`config.mk`:
```
export PLATFORM = sky130hd
export DESIGN_NAME = if_fetch_stage_flat
export DESIGN_NICKNAME = d
export VERILOG_FILES = /design/src/rtl/if_fetch_stage_if.sv /design/src/rtl/if_fetch_stage.sv /design/src/flat_wrapper.sv
export SDC_FILE = /design/constraint.sdc
export NUM_CORES = 1
export LEC_CHECK = 0
export CAP_MARGIN = 40
export CORE_MARGIN = 4
export CORE_UTILIZATION = 49
export CTS_BUF_LIST = sky130_fd_sc_hd__clkbuf_8
export CTS_CLUSTER_DIAMETER = 200
export DETAILED_ROUTE_END_ITERATION = 12
export HOLD_SLACK_MARGIN = 0.02
export PLACE_DENSITY = 0.86
export REMOVE_ABC_BUFFERS = 1
export SLEW_MARGIN = 20
export SYNTH_ARGS = -nofsm -noshare
export SYNTH_HDL_FRONTEND = slang
export SYNTH_SLANG_ARGS = --single-unit
```
`constraint.sdc`:
```
create_clock -name clk -period 1.9 [get_ports clk]
set_input_delay 0.285 -clock clk [delete_from_list [all_inputs] [get_ports clk]]
set_output_delay 0.285 -clock clk [all_outputs]
set_load 0.02 [all_outputs]
```
`src/rtl/if_fetch_stage_if.sv`:
```
// Instruction-memory fetch bus between the IF stage and the instruction memory.
//   imem_req   : fetch request valid (master -> slave)
//   imem_addr  : word-aligned fetch address (master -> slave)
//   imem_rdata : instruction word, meaningful only in a transfer cycle (slave -> master)
//   imem_ready : memory completes the request this cycle (slave -> master)
// A transfer happens in any cycle where imem_req and imem_ready are both 1.
interface if_fetch_stage_if;
  localparam int unsigned XLEN = 32;

  logic            imem_req;
  logic [XLEN-1:0] imem_addr;
  logic [XLEN-1:0] imem_rdata;
  logic            imem_ready;

  modport master (
    output imem_req,
    output imem_addr,
    input  imem_rdata,
    input  imem_ready
  );

  modport slave (
    input  imem_req,
    input  imem_addr,
    output imem_rdata,
    output imem_ready
  );
endinterface

```
`src/rtl/if_fetch_stage.sv`:
```
// IF stage: PC register, variable-latency instruction fetch handshake and the
// IF/ID pipeline register. Loads npc from the next-PC selector, honours
// stalls (pc_write=0) and EX redirects (flush).
//
// Ports:
//   clk, rstn        : clock, asynchronous active-low reset
//   npc              : next PC from the next-PC selector
//   pc_write         : 1 = decode accepts / PC may advance, 0 = stall
//   flush            : redirect from EX, npc holds the target this cycle
//   pc               : current fetch PC, fed back to the next-PC selector
//   imem             : fetch bus (master side)
//   if_id_valid/pc/instr : IF/ID pipeline register
//
// Optional feature macro: FETCH_SKID_EN
//   defined   -> an instruction returned during a stall is kept in a skid
//                register (HOLD state) and handed to decode on release.
//   undefined -> such an instruction is dropped and re-requested.
module if_fetch_stage #(
  parameter logic [31:0] RESET_PC  = 32'h0000_0000,
  parameter logic [31:0] NOP_INSTR = 32'h0000_0013
) (
  input  logic                  clk,
  input  logic                  rstn,
  input  logic [31:0]           npc,
  input  logic                  pc_write,
  input  logic                  flush,
  output logic [31:0]           pc,
  if_fetch_stage_if.master      imem,
  output logic                  if_id_valid,
  output logic [31:0]           if_id_pc,
  output logic [31:0]           if_id_instr
);

  localparam int unsigned XLEN = 32;

`ifdef FETCH_SKID_EN
  typedef enum logic [1:0] {
    IDLE  = 2'd0,
    FETCH = 2'd1,
    DRAIN = 2'd2,
    HOLD  = 2'd3
  } state_t;
`else
  typedef enum logic [1:0] {
    IDLE  = 2'd0,
    FETCH = 2'd1,
    DRAIN = 2'd2
  } state_t;
`endif

  state_t          state, state_nx;
  logic [XLEN-1:0] req_addr, req_addr_nx;
  logic [XLEN-1:0] pc_nx;
  logic            valid_nx;
  logic [XLEN-1:0] id_pc_nx;
  logic [XLEN-1:0] id_instr_nx;
`ifdef FETCH_SKID_EN
  logic [XLEN-1:0] skid, skid_nx;
`endif

  // State register
  always_ff @(posedge clk or negedge rstn) begin
    if (!rstn) state <= IDLE;
    else       state <= state_nx;
  end

  // Next-state logic; imem_req is 1 in FETCH/DRAIN, so imem_ready alone marks a transfer there
  always_comb begin
    state_nx = state;
    case (state)
      IDLE:  state_nx = FETCH;
      FETCH: begin
        if (imem.imem_ready) begin
`ifdef FETCH_SKID_EN
          if (!flush && !pc_write) state_nx = HOLD;
`endif
        end else if (flush) begin
          state_nx = DRAIN;
        end
      end
      DRAIN: if (imem.imem_ready) state_nx = FETCH;
`ifdef FETCH_SKID_EN
      HOLD:  if (flush || pc_write) state_nx = FETCH;
`endif
      default: state_nx = IDLE;
    endcase
  end

  // Bus outputs and next values for PC, request address and IF/ID
  always_comb begin
    imem.imem_req  = 1'b0;
    imem.imem_addr = pc;
    pc_nx          = pc;
    req_addr_nx    = req_addr;
    valid_nx       = if_id_valid;
    id_pc_nx       = if_id_pc;
    id_instr_nx    = if_id_instr;
`ifdef FETCH_SKID_EN
    skid_nx        = skid;
`endif
    case (state)
      IDLE: req_addr_nx = pc;
      FETCH: begin
        imem.imem_req = 1'b1;
        // Track the address in flight so a mid-request redirect can keep it stable
        req_addr_nx   = pc;
        if (imem.imem_ready) begin
          if (flush) begin
            valid_nx = 1'b0;
            pc_nx    = npc;
          end else if (pc_write) begin
            valid_nx    = 1'b1;
            id_pc_nx    = pc;
            id_instr_nx = imem.imem_rdata;
            pc_nx       = npc;
          end
`ifdef FETCH_SKID_EN
          else begin
            skid_nx = imem.imem_rdata;
          end
`endif
        end else if (flush) begin
          valid_nx = 1'b0;
          pc_nx    = npc;
        end else if (pc_write) begin
          // Memory wait with decode ready: hand decode a bubble
          valid_nx = 1'b0;
        end
      end
      DRAIN: begin
        // Finish the stale request at its original address; its data is dropped
        imem.imem_req  = 1'b1;
        imem.imem_addr = req_addr;
        valid_nx       = 1'b0;
        if (flush) pc_nx = npc;
      end
`ifdef FETCH_SKID_EN
      HOLD: begin
        if (flush) begin
          valid_nx = 1'b0;
          pc_nx    = npc;
        end else if (pc_write) begin
          valid_nx    = 1'b1;
          id_pc_nx    = pc;
          id_instr_nx = skid;
          pc_nx       = npc;
        end
      end
`endif
      default: ;
    endcase
  end

  // PC, request address and IF/ID registers
  always_ff @(posedge clk or negedge rstn) begin
    if (!rstn) begin
      pc          <= RESET_PC;
      req_addr    <= RESET_PC;
      if_id_valid <= 1'b0;
      if_id_pc    <= '0;
      if_id_instr <= NOP_INSTR;
    end else begin
      pc          <= pc_nx;
      req_addr    <= req_addr_nx;
      if_id_valid <= valid_nx;
      if_id_pc    <= id_pc_nx;
      if_id_instr <= id_instr_nx;
    end
  end

`ifdef FETCH_SKID_EN
  // Skid register for an instruction returned while decode is stalled
  always_ff @(posedge clk or negedge rstn) begin
    if (!rstn) skid <= NOP_INSTR;
    else       skid <= skid_nx;
  end
`endif

endmodule

```
`src/flat_wrapper.sv`:
```
// flat-port wrapper written by rule: the top's interface ports become plain ports
module if_fetch_stage_flat 
#(
  parameter logic [31:0] RESET_PC  = 32'h0000_0000,
  parameter logic [31:0] NOP_INSTR = 32'h0000_0013
)
  (clk, rstn, npc, pc_write, flush, pc, if_id_valid, if_id_pc, if_id_instr, imem_imem_req, imem_imem_addr, imem_imem_rdata, imem_imem_ready);
  if_fetch_stage_if imem_i ();
  input  logic clk;
  input  logic rstn;
  input  logic [31:0] npc;
  input  logic pc_write;
  input  logic flush;
  output logic [31:0] pc;
  output logic if_id_valid;
  output logic [31:0] if_id_pc;
  output logic [31:0] if_id_instr;
  output wire logic [$bits(imem_i.imem_req)-1:0] imem_imem_req;
  output wire logic [$bits(imem_i.imem_addr)-1:0] imem_imem_addr;
  input wire logic [$bits(imem_i.imem_rdata)-1:0] imem_imem_rdata;
  input wire logic [$bits(imem_i.imem_ready)-1:0] imem_imem_ready;
  assign imem_imem_req = imem_i.imem_req;
  assign imem_imem_addr = imem_i.imem_addr;
  assign imem_i.imem_rdata = imem_imem_rdata;
  assign imem_i.imem_ready = imem_imem_ready;
  if_fetch_stage #(.RESET_PC(RESET_PC), .NOP_INSTR(NOP_INSTR)) u_core (.clk(clk), .rstn(rstn), .npc(npc), .pc_write(pc_write), .flush(flush), .pc(pc), .imem(imem_i), .if_id_valid(if_id_valid), .if_id_pc(if_id_pc), .if_id_instr(if_id_instr));
endmodule
```
After elaboration in Yosys (flattened, before gate mapping)
Cells that the tools add are included.
{"block": "classes", "eq_ne": 7, "mux": 17, "n_bitwise": 1, "reduce_logical": 8}
{"cell": "$mux 32", "n": 5}
{"cell": "$pmux 32 s2", "n": 1}
{"cell": "$mux 1", "n": 6}
{"cell": "$mux 2", "n": 3}
{"cell": "$ne 2x2->1 const B", "n": 3}
{"cell": "$pmux 2 s3", "n": 1}
{"cell": "$ne 4x4->1 const B", "n": 1}
{"cell": "$reduce_and 2->1", "n": 2}
{"cell": "$reduce_and 4->1", "n": 1}
{"cell": "$reduce_or 2->1", "n": 2}
{"cell": "$ne 3x3->1 const B", "n": 1}
{"cell": "$reduce_and 3->1", "n": 1}
{"cell": "$eq 2x1->1 const B", "n": 1}
{"cell": "$eq 2x2->1 const B", "n": 1}
{"cell": "$logic_not 2->1", "n": 1}
{"cell": "$pmux 1 s2", "n": 1}
{"cell": "$reduce_bool 2->1", "n": 1}
{"cell": "$not 1->1", "n": 1}
{"block": "totals", "reg_bits": 131, "elab_cells": 39}

Depth between registers and ports, before layout
{"block": "depth", "word_depth": 4, "depth_mapped": 8, "ltp_nobuf": 5}

Worst setup path after synthesis
OpenSTA, ideal clock, no wires.
{"block": "synth_timing", "path_type": "register to output", "startpoint": "reg u_core.state[0]", "endpoint": "out imem_imem_addr[10]", "t_arrival_ns": 1.460, "required_time_ns": 1.615, "setup_slack_ns": 0.155, "path_stages_with_launch": 6, "path_buffers": 2, "path_cell_list": "dfrtp_1 -> inv_1 -> ha_1 -> buf_2 -> buf_2 -> mux2_2"}
{"block": "synth_between", "elab_chain_cells": 2}
{"item": "start: declaration", "line_no": "if_fetch_stage.sv:51", "source": "state_t state, state_nx;"}
{"item": "start signal: assignment", "line_no": "if_fetch_stage.sv:64", "source": "else state <= state_nx;"}
{"item": "$eq 2x2->1", "line_no": "if_fetch_stage.sv:101", "source": "case (state)"}
{"item": "$mux 32", "line_no": "if_fetch_stage.sv:101"}
{"item": "end: declaration", "line_no": "flat_wrapper.sv:19", "source": "output wire logic [$bits(imem_i.imem_addr)-1:0] imem_imem_addr;"}
No other way between the ends.

Final worst setup path
{"block": "layout_timing", "startpoint": "reg u_core.state[0]", "endpoint": "out imem_imem_addr[7]"}
Same word-level chain as after synthesis.

==> metrics.cfg <==
[status]
status=finished, violations left
violations=negative setup slack

[cells_and_area]
layout.nets=816
diodes=0
drive_gt1_share_pct=33.9
syn_to_final_growth_pct=50.5
fillers=751

[grt]
grt_pass1_vias=5511
grt_pass1_wl_um=29600
grt_overflow=0
grt_start_max_net_pins=97
grt_usage_pct=25.3
antenna_found_initial=0

[sta]
fin_ws_ps=-174
slew_headroom_pct=64.4
period_needed_ps=2070
clock-skew-final_ps=8.45
setup_tns_ps=-4130
fmax_mhz=482
finalCritPeriodShare_pct=109
slew_viol_final=0
worstMarginPinSlew_ps=535
rsz0062_at_grt=yes
setup_viol=32
hold_violations=0

[setup_path]
worst_setup_path_start_kind=flip-flop
cp.required_ps=1620
end_kind=output port
critPathKind=flip-flop to output port
path_max_fanout=4
worstPathArrival_ps=1790

[power_and_ir_drop]
power.leakage_nw=4.37
ir_worst_vdd_uv=1050
p_per_area_nw_per_um2=2100

[drt]
post_drt_wl_per_cell_um=22.1
vias_per_cell=5.74
route.antenna.remaining_nets=0
detail_route.wirelength_um=20500
vias=5324
drt_pass1_iterations=5
drtIter0Drc=371
route.detailed.drc=0

[yosys]
synth_top_cells_by_count=dfrtp_1, mux2_2, nor2b_1
synth_cell_types=22
seq_area_frac_synth_pct=50.6
synth_edf_count=0
synthMostInstantiatedCell=dfrtp_1
synth_area_per_cell_um2=12.5
yosys.area.top_type=dfrtp_1
netlist.area_leader.share_pct=49.4
synth_seq_cells=131
ys_async_sr_fraction_pct=100
ys.flop_type=dfrtp_1
netlist_area_um2=6490
synth_area_leaders=dfrtp_1, mux2_4, mux2_2
ys_warn_count=0
synthesis.instances=520

[floorplan]
initial_core_util_pct=50.8
dieArea_um2=15100
die_x_um=123
ios=199
std_cell_rows=41
die_h_um=123
core_area_um2=12800

[clock_tree]
clock_sinks=131
root_buffer=clkbuf_8
clk_pin_slew_ps=80
cts_inserted_buffers=17
clockBufferDepth=2
insertion_delay_ps=430
cts_tree=yes
cts_max_level=4

[hold_path]
hp-class=input pin to asynchronous set/reset pin

[flow_run]
maxCapViolCount=0

[placed_design]
numPortBuffers=198
detailed_place_hpwl_um=12400
gp_congestion=0.724
dpl_worst_slack_ps=-164

repair_timing:
action	CTS	global route
hold buffers	1	0
hold endpoints to repair	36	0
gates resized for setup	214	40
gates cloned	2	7
pin swaps	0	3
setup buffers	3	4
setup endpoints to repair	33	157
worst max-delay path, cell delays in order, from the launching register on:
cell and delay (ps):
dfrtp_1 390, inv_2 120, ha_4 210, clkbuf_16 170, mux2_4 330, buf_6 140
area by class of cell:
class / count / area [µm²] / share of cell area (%)
Clock buffer: 19 / 262 / 2.68
Clock inverter: 13 / 121 / 1.24
Inverter: 3 / 15.0 / 0.154
Multi-Input combinational cell: 342 / 3160 / 32.3
Sequential cell: 131 / 3280 / 33.6
Tap cell: 172 / 215 / 2.20
Timing Repair Buffer: 247 / 2710 / 27.8
cells by family after synthesis:
logic type	synth area share, %
buffers and inverters	3.86
DFF	50.6
AOI/OAI and AO/OA	5.86
muxes	26.2
adders and majority gates	0.964
and+or+nand+nor	12.6
flip-flops by register name, summed over array words and instances (netlist names):
| name | flops |
|---|---|
| u_core.if_id_instr | 32 |
| u_core.if_id_pc | 32 |
| u_core.if_id_valid | 1 |
| u_core.pc | 32 |
| u_core.req_addr | 32 |
| u_core.state | 2 |
layout by cell type (no fill, tap or decap), types with 5 or more instances in the layout:
master           instances
mux2_2                  37
a31oi_1                 30
clkbuf_16                5
clkbuf_8                19
clkdlybuf4s50_1        159
nand4_1                 32
buf_6                   39
buf_12                  15
dfrtp_1                127
inv_1                    5
o21ai_0                 33
mux2_4                  92
nand3_1                 32
buf_4                   22
nor2b_1                 64
per-layer routing:
metal	GRT usage, %	up-vias	share of wire [%]
li1	-	2327	-
met1	30.6	2749	41
met2	43.8	226	51
met3	7.55	22	7.0
met4	7.06	0	1.0
met5	0	-	0
power breakdown:
group | switching, W | internal, W | leakage, nW
sequential | 0.00120 | 0.00428 | 1.56
clock | 0.00108 | 0.00121 | 0.202
combinational | 0.00589 | 0.00684 | 2.61
worst paths after layout:
| check | from | endpoint | slack [ps] | cells past startpoint |
|---|---|---|---|---|
| worst max register to register | u_core.state[1] | u_core.if_id_instr[2] | 40 | 7 |
| worst min register to register | u_core.req_addr[8] | u_core.req_addr[8] | 510 | 1 |
| min in group clk | npc[2] | u_core.pc[2] | 460 | 3 |
| worst min-delay path | rstn | u_core.if_id_pc[20] | 410 | 2 |
| worst max-delay path | u_core.state[0] | imem_imem_addr[7] | -170 | 5 |
| max in group asynchronous | rstn | u_core.if_id_instr[4] | 780 | 3 |
metrics by stage:
| stage | std cells | utilization [%] | area [µm²] | hold WS [ps] | total power [W] |
|---|---|---|---|---|---|
| final | 927 | 76.5 | 9770 | 406 | 0.0205 |
| after global routing | 927 | 76.5 | 9770 | 408 | 0.0215 |
| after CTS | 918 | 74.3 | 9490 | 369 | 0.0196 |
| after detailed placement | 880 | 69.5 | 8880 | 297 | 0.0167 |
| after global placement | 880 | 69.5 | 8880 | 286 | 0.0161 |
| after floorplan | 476 | - | 6250 | -10.6 | 0.0112 |
No activity file was read; power rests on OpenSTA's default activity.
